$ cat src/rtl/xor_serial_engine.sv
// rtl/xor_serial_engine.sv - digit-serial WIDTH-bit XOR under a start/busy/done handshake
// Optional result parity is built only when XOR_SERIAL_PARITY_EN is defined.
module xor_serial_engine #(
  parameter int WIDTH = 8,
  parameter int DIGIT = 1
) (
  input  logic             clk,
  input  logic             rst,
  input  logic             start,
  input  logic [WIDTH-1:0] a,
  input  logic [WIDTH-1:0] b,
  output logic             busy,
  output logic             done,
  output logic [WIDTH-1:0] res,
  output logic             parity
);

  localparam int K  = WIDTH / DIGIT;
  localparam int CW = (K > 1) ? $clog2(K) : 1;

  typedef enum logic [1:0] {IDLE, RUN, DONE} state_t;

  state_t           state_q, state_d;
  logic [WIDTH-1:0] a_sh_q, a_sh_d;
  logic [WIDTH-1:0] b_sh_q, b_sh_d;
  logic [WIDTH-1:0] r_sh_q, r_sh_d;
  logic [WIDTH-1:0] res_q, res_d;
  logic [CW-1:0]    cnt_q, cnt_d;
  logic             busy_q, busy_d;
  logic             done_q, done_d;
  logic [WIDTH-1:0] r_next;
  logic             last_digit;

`ifdef XOR_SERIAL_PARITY_EN
  logic parity_q, parity_d;
`endif

  always_comb begin
    // The left shift drops everything but the low DIGIT bits of the XOR,
    // which land at the top of the result register.
    r_next     = (r_sh_q >> DIGIT) | ((a_sh_q ^ b_sh_q) << (WIDTH - DIGIT));
    last_digit = (cnt_q == CW'(K - 1));
    state_d    = state_q;
    a_sh_d     = a_sh_q;
    b_sh_d     = b_sh_q;
    r_sh_d     = r_sh_q;
    res_d      = res_q;
    cnt_d      = cnt_q;
`ifdef XOR_SERIAL_PARITY_EN
    parity_d   = parity_q;
`endif
    case (state_q)
      IDLE: begin
        if (start) begin
          a_sh_d  = a;
          b_sh_d  = b;
          r_sh_d  = '0;
          cnt_d   = '0;
          state_d = RUN;
        end
      end
      RUN: begin
        a_sh_d = a_sh_q >> DIGIT;
        b_sh_d = b_sh_q >> DIGIT;
        r_sh_d = r_next;
        cnt_d  = cnt_q + CW'(1);
        if (last_digit) begin
          res_d    = r_next;
`ifdef XOR_SERIAL_PARITY_EN
          parity_d = ^r_next;
`endif
          state_d  = DONE;
        end
      end
      DONE:    state_d = IDLE;
      default: state_d = IDLE;
    endcase
    busy_d = (state_d == RUN);
    done_d = (state_d == DONE);
  end

  always_ff @(posedge clk or posedge rst) begin
    if (rst) begin
      state_q  <= IDLE;
      a_sh_q   <= '0;
      b_sh_q   <= '0;
      r_sh_q   <= '0;
      res_q    <= '0;
      cnt_q    <= '0;
      busy_q   <= 1'b0;
      done_q   <= 1'b0;
`ifdef XOR_SERIAL_PARITY_EN
      parity_q <= 1'b0;
`endif
    end else begin
      state_q  <= state_d;
      a_sh_q   <= a_sh_d;
      b_sh_q   <= b_sh_d;
      r_sh_q   <= r_sh_d;
      res_q    <= res_d;
      cnt_q    <= cnt_d;
      busy_q   <= busy_d;
      done_q   <= done_d;
`ifdef XOR_SERIAL_PARITY_EN
      parity_q <= parity_d;
`endif
    end
  end

  assign busy = busy_q;
  assign done = done_q;
  assign res  = res_q;
`ifdef XOR_SERIAL_PARITY_EN
  assign parity = parity_q;
`else
  assign parity = 1'b0;
`endif

endmodule

$ cat config.mk
export PLATFORM = sky130hd
export DESIGN_NAME = xor_serial_engine
export DESIGN_NICKNAME = d
export VERILOG_FILES = /design/src/rtl/xor_serial_engine.sv
export SDC_FILE = /design/constraint.sdc
export NUM_CORES = 1
export LEC_CHECK = 0
export ABC_CLOCK_PERIOD_IN_PS = 1600
export CORE_UTILIZATION = 30
export DETAILED_ROUTE_END_ITERATION = 6
export GPL_ROUTABILITY_DRIVEN = 0
export SLEW_MARGIN = 20
export SYNTH_ARGS = -nofsm -noshare
export SYNTH_HDL_FRONTEND = slang
export SYNTH_SLANG_ARGS = --single-unit
$ cat constraint.sdc
create_clock -name clk -period 1.6 [get_ports clk]
set_input_delay 0.48 -clock clk [delete_from_list [all_inputs] [get_ports clk]]
set_output_delay 0.48 -clock clk [all_outputs]
set_load 0.02 [all_outputs]
==> qor.csv, run 1 <==
metric;value;unit
status;complete, no violations;
Post-CTS Hold Buffers;0;
reg2reg path depth;4;
GRT Residual Overflow;0;
largest net degree at the start of global routing;39;
LEAKAGE;1.02;nW
global-route usage over all layers;11.4;%
chip width;78.9;um
area of placed instances;2150;um^2
die height;78.9;um
Critical-path top delay cell;dfrtp_1;
Synth top area share;53.7;%
hold wc startpoint;res[7]$_DFFE_PP0P_;
placed wire-length estimate;2190;um
most common library cells after synthesis;dfrtp_1 (38), a22o_1 (10), inv_1 (9);
max-slew violation count;0;
Setup crit start;res[7]$_DFFE_PP0P_;
NumNets Final;197;
endpoints failing hold;0;
DR vias/cell;4.61;
Tmin final;1.46;ns
top-count cell post-synth;dfrtp_1;
Critical Path RT;1.12;ns
syn nets;163;
Residual DRC;0;
Final Skew;0.00784;ns
Resize count post-CTS;10;
post-synth cell types;25;
Clock Sinks;38;
Async SR Flop Fraction;100;%
max cap viols;0;
#FFs+latches synth;38;
EDFF count, synth;0;
WL/cell;12.3;um
post-route ant nets;0;
die area;6220;um^2
WHS Path Cells;2;
starting density of the core;31.6;%
top post-synthesis cells by area;dfrtp_1 (54%), a22o_1 (4.9%), mux2_2 (4.4%), nor3b_2 (4.2%), buf_6 (3.8%);
clk_lat worst skew;0.29;ns
row count;27;
Hold Path End;res[7]$_DFFE_PP0P_;
clk slew on worst S/H paths;0.07;ns
Root Buffer;clkbuf_8;
Final Setup Violations;0;
non-filler cells, final;248;
DRT iter0 DRCs;73;
TritonCTS Buffers;5;
peak supply drop;462;uV
CP max FO;2;
crit path capture type;primary output;
Top delay family on crit path;flip-flops;
cell count after synthesis;142;
htree depth;2;
RSZ-0062 raised after global routing;false;
layout cells sized above 1;19.9;%
worst-path cell chain;dlygate4sd2_1;
reg2reg start;cnt_q[0]$_DFFE_PP0P_;
final WL;3050;um
vias in the first global route;1195;
Antenna diodes;0;
critical path class;reg2out;
period utilization;91.5;%
Data arrival, critical path;0.98;ns
slowest stage delay, CP;0.38;ns
Bufs and invs on worst path;1;
Reg2Reg Setup Slack;0.14;ns
first-pass GRT wire length;5400;um
First-pass DRT Iterations;3;
crit start category;flip-flop;
Avg Inst Size Synth;12.5;um^2
post-route cell area;2250;um^2
f_max;0.683;GHz
number of post-CTS setup repair buffers;0;
Seq/Total Area, Yosys;53.7;%
placed cells;241;
Clock Path Buffers;2;
port buffer count;28;
synthesis warning total;0;
HP Class;reg2reg;
initial antenna violation count;0;
Synth Flop Type;dfrtp_1;
PD cells;1780;nW/um^2
IO Count;30;
CTS tree;yes;
synthesized cell area;1770;um^2
via count;1143;
core area;5610;um^2
worst reg2reg endpoint;res[1]$_DFFE_PP0P_;
cell taking the most area after synthesis;dfrtp_1;
Syn-to-layout area delta;27.1;%
layout make-up:
class                      count  area [um^2]
clock inverter                 1         30.0
timing repair buffer          38          380
fill                         548         3360
multi-input combinational     84          684
tap                           72         90.1
clock buffer                   6         82.6
sequential                    38          951
inverter                       9         33.8
per-stage QoR:
step | setup TNS, ns | setup WS, ns | power [mW] | hold slack, ns | utilization (%)
6_report | 0 | 0.136 | 4.01 | 0.501 | 40.2
2_1_floorplan | 0 | 0.181 | 2.80 | 0.462 | -
3_5_place_dp | -1.91 | -0.122 | 3.33 | 0.493 | 38.4
3_3_place_gp | -1.78 | -0.118 | 3.31 | 0.487 | 38.4
4_1_cts | 0 | 0.109 | 4.07 | 0.505 | 40.2
5_1_grt | 0 | 0.0743 | 4.31 | 0.532 | 40.2
power by group:
group	total [mW]	internal (mW)	switching, mW
sequential	1.64	1.39	0.254
clock	0.808	0.498	0.310
combinational	1.56	0.819	0.740
total	4.01	2.71	1.30
worst max-delay path by stage:
stage | slack [ns] | end | depth (start not counted)
final | 0.14 | res[7] | 1
after global routing | 0.07 | res[4]$_DFFE_PP0P_ | 4
after CTS | 0.11 | res[7] | 1
after detailed placement | -0.12 | b_sh_q[1]$_DFFE_PP0P_ | 5
after global placement | -0.12 | a_sh_q[2]$_DFFE_PP0P_ | 5
after floorplan | 0.18 | res[0]$_DFFE_PP0P_ | 5
cell families (layout without fill, tap and decap cells):
| group | after synthesis | in the layout | synth area share (%) |
|---|---|---|---|
| AND/OR/NAND/NOR | 33 | 33 | 14.9 |
| AO/OA/AOI/OAI | 40 | 40 | 17.2 |
| multiplexers | 7 | 7 | 4.45 |
| buffers and inverters | 20 | 54 | 7.70 |
| adder cells (fa/ha/maj) | 2 | 2 | 1.41 |
| XOR/XNOR | 1 | 1 | 0.494 |
| flip-flops | 38 | 38 | 53.7 |
| other | 1 | 1 | 0.212 |
flip-flops by register name (all words and copies together) (netlist names):
| signal | cells |
|---|---|
| busy | 1 |
| cnt_q | 3 |
| res | 8 |
| r_sh_q | 7 |
| done | 1 |
| state_q | 2 |
| b_sh_q | 8 |
| a_sh_q | 8 |
tightest hold or removal path: stages, from the launching register on:
cell and delay (ns):
dfrtp_1 0.35, nand2_1 0.05, o21ai_0 0.07
cell usage in the layout, fill, tap and decap left out, types with 7 or more instances in the layout:
master | synthesis | routed
a21oi_1 | 8 | 8
inv_1 | 9 | 9
buf_4 | 4 | 7
a22o_1 | 10 | 10
nand2_1 | 7 | 7
mux2_2 | 7 | 7
clkdlybuf4s50_1 | 0 | 18
nand2b_1 | 7 | 7
dfrtp_1 | 38 | 38
dlygate4sd2_1 | 0 | 10
metal layers:
layer  vias up  share of wire, %  GRT usage, %
met4         0               2.9          7.09
li1        577                 -             -
met1       548                49          14.7
met3         5               2.6          2.41
met2        13                45          17.3
met5         -                 0             0
(Power assumes the default switching activity.)
==> run 2, diff against run 1 <==
Settings changed: CORE_MARGIN from default to 4.
==> qor.csv, run 2 (synthesis results as in run 1) <==
metric;value;unit;change
status;complete, no violations;;unchanged
Util after Layout;39.7;%;was 40.2%
f_max;0.678;GHz;was 0.683 GHz
Power, Total;3.94;mW;was 4.01 mW
RSZ-0062 raised after global routing;false;;unchanged
period utilization;92.2;%;was 91.5%
worst-path cell chain;ha_1, ha_1, nand3b_4, mux2_2;;was dlygate4sd2_1
DRT iter0 DRCs;53;;was 73
Final Hold Slack;0.500;ns;was 0.501 ns
Root Buffer;clkbuf_8;;unchanged
Clock Path Buffers;2;;unchanged
Clock Sinks;38;;unchanged
CP max FO;11;;was 2
crit path capture type;flip-flop;;was primary output
Top delay family on crit path;adder cells;;was flip-flops
global-route usage over all layers;9.89;%;was 11.4%
Residual DRC;0;;unchanged
port buffer count;28;;unchanged
Antenna diodes;0;;unchanged
core area;5610;um^2;unchanged
row count;27;;unchanged
final WL;3200;um;was 3050 um
clk_lat worst skew;0.29;ns;about the same
WL/cell;12.8;um;was 12.3 um
htree depth;2;;unchanged
endpoints failing hold;0;;unchanged
Data arrival, critical path;1.65;ns;was 0.98 ns
Bufs and invs on worst path;0;;was 1
critical path class;reg2reg;;was reg2out
initial antenna violation count;0;;unchanged
slowest stage delay, CP;0.40;ns;was 0.38 ns
die area;7200;um^2;was 6220 um^2
max cap viols;0;;unchanged
Syn-to-layout area delta;25.8;%;was 27.1%
PD cells;1770;nW/um^2;was 1780 nW/um^2
most frequent cells in the layout;dfrtp_1 (38), clkdlybuf4s50_1 (18), a22o_1 (10), dlygate4sd2_1 (10), buf_4 (10);;was dfrtp_1 (38), clkdlybuf4s50_1 (18), a22o_1 (10), dlygate4sd2_1 (10), inv_1 (9)
DR vias/cell;4.60;;was 4.61
commonest non-fill, non-tap cell in the layout;dfrtp_1;;unchanged
Critical-path top delay cell;dfrtp_1;;unchanged
NumNets Final;198;;was 197
starting density of the core;31.6;%;unchanged
non-filler cells, final;250;;was 248
placed cells;242;;was 241
First-pass DRT Iterations;4;;was 3
TritonCTS Buffers;5;;unchanged
Tmin final;1.48;ns;was 1.46 ns
Final Setup Violations;0;;unchanged
most frequent CP cell;ha_1;;
HP Class;reg2reg;;unchanged
Critical Path RT;1.78;ns;was 1.12 ns
chip width;84.9;um;was 78.9 um
LEAKAGE;1.01;nW;was 1.02 nW
max-slew violation count;0;;unchanged
peak supply drop;553;uV;was 462 uV
vias in the first global route;1235;;was 1195
GRT Residual Overflow;0;;unchanged
IO Count;30;;unchanged
largest net degree at the start of global routing;39;;unchanged
clk slew on worst S/H paths;0.07;ns;about the same
crit start category;flip-flop;;unchanged
layout cells sized above 1;19.7;%;was 19.9%
die height;84.9;um;was 78.9 um
post-route ant nets;0;;unchanged
via count;1150;;was 1143
first-pass GRT wire length;5680;um;was 5400 um
CTS tree;yes;;unchanged
placed wire-length estimate;2320;um;was 2190 um
Final Skew;0.00854;ns;was 0.00784 ns
-- run 2: layout make-up --
cell class / count / area (um^2)
Multi-Input combinational cell: 84 / 684
Sequential cell: 38 / 951
Tap cell: 72 / 90.1
Timing Repair Buffer: 39 / 363
Clock inverter: 1 / 30.0
Fill cell: 565 / 3380
Clock buffer: 7 / 76.3
Inverter: 9 / 33.8
-- run 2: worst paths after layout --
check	start	endpoint	slack [ns]	cells past startpoint
max in group asynchronous	rst	b_sh_q[3]$_DFFE_PP0P_	0.87	3
worst max-delay path	cnt_q[0]$_DFFE_PP0P_	res[1]$_DFFE_PP0P_	0.12	4
min in group asynchronous	rst	done$_DFF_PP0_	0.53	3
worst max register to register	cnt_q[0]$_DFFE_PP0P_	res[1]$_DFFE_PP0P_	0.12	4
worst min register to register	res[1]$_DFFE_PP0P_	res[1]$_DFFE_PP0P_	0.50	1
worst min-delay path	res[1]$_DFFE_PP0P_	res[1]$_DFFE_PP0P_	0.50	1
-- run 2: per-stage QoR --
step	area, um^2	setup TNS, ns	worst slack (ns)
floorplan	1770	0	0.181
global placement	2130	-1.49	-0.115
detailed placement	2130	-1.87	-0.153
CTS	2230	0	0.106
global route	2230	0	0.0614
finish	2230	0	0.125
-- run 2: power by group --
group / total, mW / switching (mW) / internal, mW / leakage [nW]
Clock: 0.792 / 0.326 / 0.467 / 0.0524
Combinational: 1.50 / 0.732 / 0.773 / 0.486
Sequential: 1.64 / 0.254 / 1.39 / 0.468
Total: 3.94 / 1.31 / 2.63 / 1.01
-- run 2: metal layers --
layer  track usage [%]  part of all wire, %
met5                 0                    0
met4              6.04                  2.7
met3              1.94                  2.8
met2              15.3                   47
met1              12.7                   47
-- run 2: what timing repair did --
item	in CTS	in global routing
endpoints found under the setup margin	10	0
gates resized for setup	10	0
buffers inserted	0	0
hold buffers	0	0
==> run 3, diff against run 2 <==
Settings changed: ABC_CLOCK_PERIOD_IN_PS 1600 to default, CORE_UTILIZATION 30 to 51, PLACE_DENSITY from default to 0.77.
==> qor.csv, run 3 (synthesis results as in run 1) <==
metric;value;unit;change
status;complete, no violations;;unchanged
crit path capture type;primary output;;was flip-flop
chip width;66.9;um;was 84.9 um
WL/cell;14.6;um;was 12.8 um
Clock Sinks;38;;unchanged
clk_lat worst skew;0.35;ns;was 0.29 ns
Residual DRC;0;;unchanged
slowest stage delay, CP;0.40;ns;about the same
first-pass GRT wire length;5710;um;was 5680 um
max-slew violation count;0;;unchanged
final WL;3270;um;was 3200 um
Final Hold Slack;0.468;ns;was 0.500 ns
layout cells sized above 1;20.3;%;was 19.7%
die height;66.9;um;was 84.9 um
Post-CTS Hold Buffers;0;;unchanged
RSZ-0062 raised after global routing;false;;unchanged
TritonCTS Buffers;5;;unchanged
clk slew on worst S/H paths;0.12;ns;was 0.07 ns
Top delay family on crit path;flip-flops;;was adder cells
Tmin final;1.55;ns;was 1.48 ns
worst-path cell chain;dlygate4sd2_1;;was ha_1, ha_1, nand3b_4, mux2_2
initial antenna violation count;0;;unchanged
Setup crit start;res[4]$_DFFE_PP0P_;;was cnt_q[0]$_DFFE_PP0P_
HP Class;in2async;;was reg2reg
First-pass DRT Iterations;4;;unchanged
Final Skew;0.00808;ns;was 0.00854 ns
starting density of the core;53.1;%;was 31.6%
Bufs and invs on worst path;1;;was 0
PD cells;1730;nW/um^2;was 1770 nW/um^2
Util after Layout;64.3;%;was 39.7%
DR vias/cell;5.37;;was 4.60
via count;1197;;was 1150
Antenna diodes;0;;unchanged
peak supply drop;901;uV;was 553 uV
CP max FO;2;;was 11
critical path class;reg2out;;was reg2reg
global-route usage over all layers;17.1;%;was 9.89%
die area;4480;um^2;was 7200 um^2
IO Count;30;;unchanged
Root Buffer;clkbuf_4;;was clkbuf_8
period utilization;96.9;%;was 92.2%
htree depth;2;;unchanged
DRT iter0 DRCs;104;;was 53
port buffer count;28;;unchanged
core area;3340;um^2;was 5610 um^2
endpoints failing hold;0;;unchanged
LEAKAGE;0.982;nW;was 1.01 nW
reg2reg start;cnt_q[0]$_DFFE_PP0P_;;unchanged
row count;21;;was 27
Syn-to-layout area delta;21.1;%;was 25.8%
NumNets Final;197;;was 198
GRT Residual Overflow;0;;unchanged
Critical-path top delay cell;dfrtp_1;;unchanged
most frequent cells in the layout;dfrtp_1 (38), clkdlybuf4s50_1 (18), a22o_1 (10), dlygate4sd2_1 (10);;was dfrtp_1 (38), clkdlybuf4s50_1 (18), a22o_1 (10), dlygate4sd2_1 (10), buf_4 (10)
crit start category;flip-flop;;unchanged
Data arrival, critical path;1.07;ns;was 1.65 ns
Final Setup Violations;0;;unchanged
commonest non-fill, non-tap cell in the layout;dfrtp_1;;unchanged
CTS tree;yes;;unchanged
placed wire-length estimate;2350;um;was 2320 um
max cap viols;0;;unchanged
Total Negative Setup Slacks;0;ns;unchanged
Critical Path RT;1.12;ns;was 1.78 ns
f_max;0.645;GHz;was 0.678 GHz
post-route ant nets;0;;unchanged
Clock Path Buffers;2;;unchanged
vias in the first global route;1224;;was 1235
Power, Total;3.72;mW;was 3.94 mW
largest net degree at the start of global routing;39;;unchanged
-- run 3: changes by cell type in the layout (fill, tap and decap cells not counted) --
| cell | previous run | this run |
|---|---|---|
| buf_4 | 10 | 9 |
| clkbuf_8 | 5 | 1 |
| clkinv_2 | 0 | 1 |
| clkinvlp_4 | 0 | 1 |
| clkbuf_4 | 0 | 5 |
| clkbuf_1 | 2 | 0 |
| bufinv_16 | 1 | 0 |
-- run 3: final cells by class --
cell class	count	area (um^2)
clock inverter	2	12.5
multi-input combinational	84	684
clock buffer	6	51.3
tap	46	57.6
fill	282	1190
sequential	38	951
timing repair buffer	38	355
inverter	9	33.8
-- run 3: per-layer routing --
layer  global-route usage (%)  vias up  wire length, um
li1                         -      574                -
met1                     22.6      590             1490
met2                     26.5       26             1570
met3                     4.05        7              132
met4                     7.59        0               68
met5                        0        -                0
-- run 3: what timing repair did --
| item | in CTS | in global routing |
|---|---|---|
| resized for setup | 10 | 0 |
| setup buffers | 0 | 0 |
| endpoints found under the setup margin | 10 | 0 |
-- run 3: power breakdown --
part	leakage, nW	total [mW]	switching [mW]	internal, mW
Sequential	0.468	1.68	0.292	1.39
Combinational	0.480	1.50	0.737	0.765
Clock	0.0343	0.535	0.324	0.211
-- run 3: path summary, 6_finish.rpt --
| check | endpoint | slack (ns) | cells after the start |
|---|---|---|---|
| min in group clk | res[7]$_DFFE_PP0P_ | 0.48 | 2 |
| max in group asynchronous | b_sh_q[6]$_DFFE_PP0P_ | 0.95 | 3 |
| hold / removal | res[2]$_DFFE_PP0P_ | 0.47 | 3 |
| setup / recovery | res[4] | 0.05 | 1 |
| hold reg to reg | res[7]$_DFFE_PP0P_ | 0.48 | 2 |
| setup reg to reg | res[4]$_DFFE_PP0P_ | 0.12 | 4 |
-- run 3: metrics by stage --
| step | cell area, um^2 | setup slack, ns | std cells |
|---|---|---|---|
| after floorplan | 1770 | 0.181 | 142 |
| after global placement | 2090 | -0.113 | 215 |
| after detailed placement | 2090 | -0.138 | 215 |
| after CTS | 2150 | 0.0410 | 223 |
| after global routing | 2150 | 0.00711 | 223 |
| final | 2150 | 0.0500 | 223 |
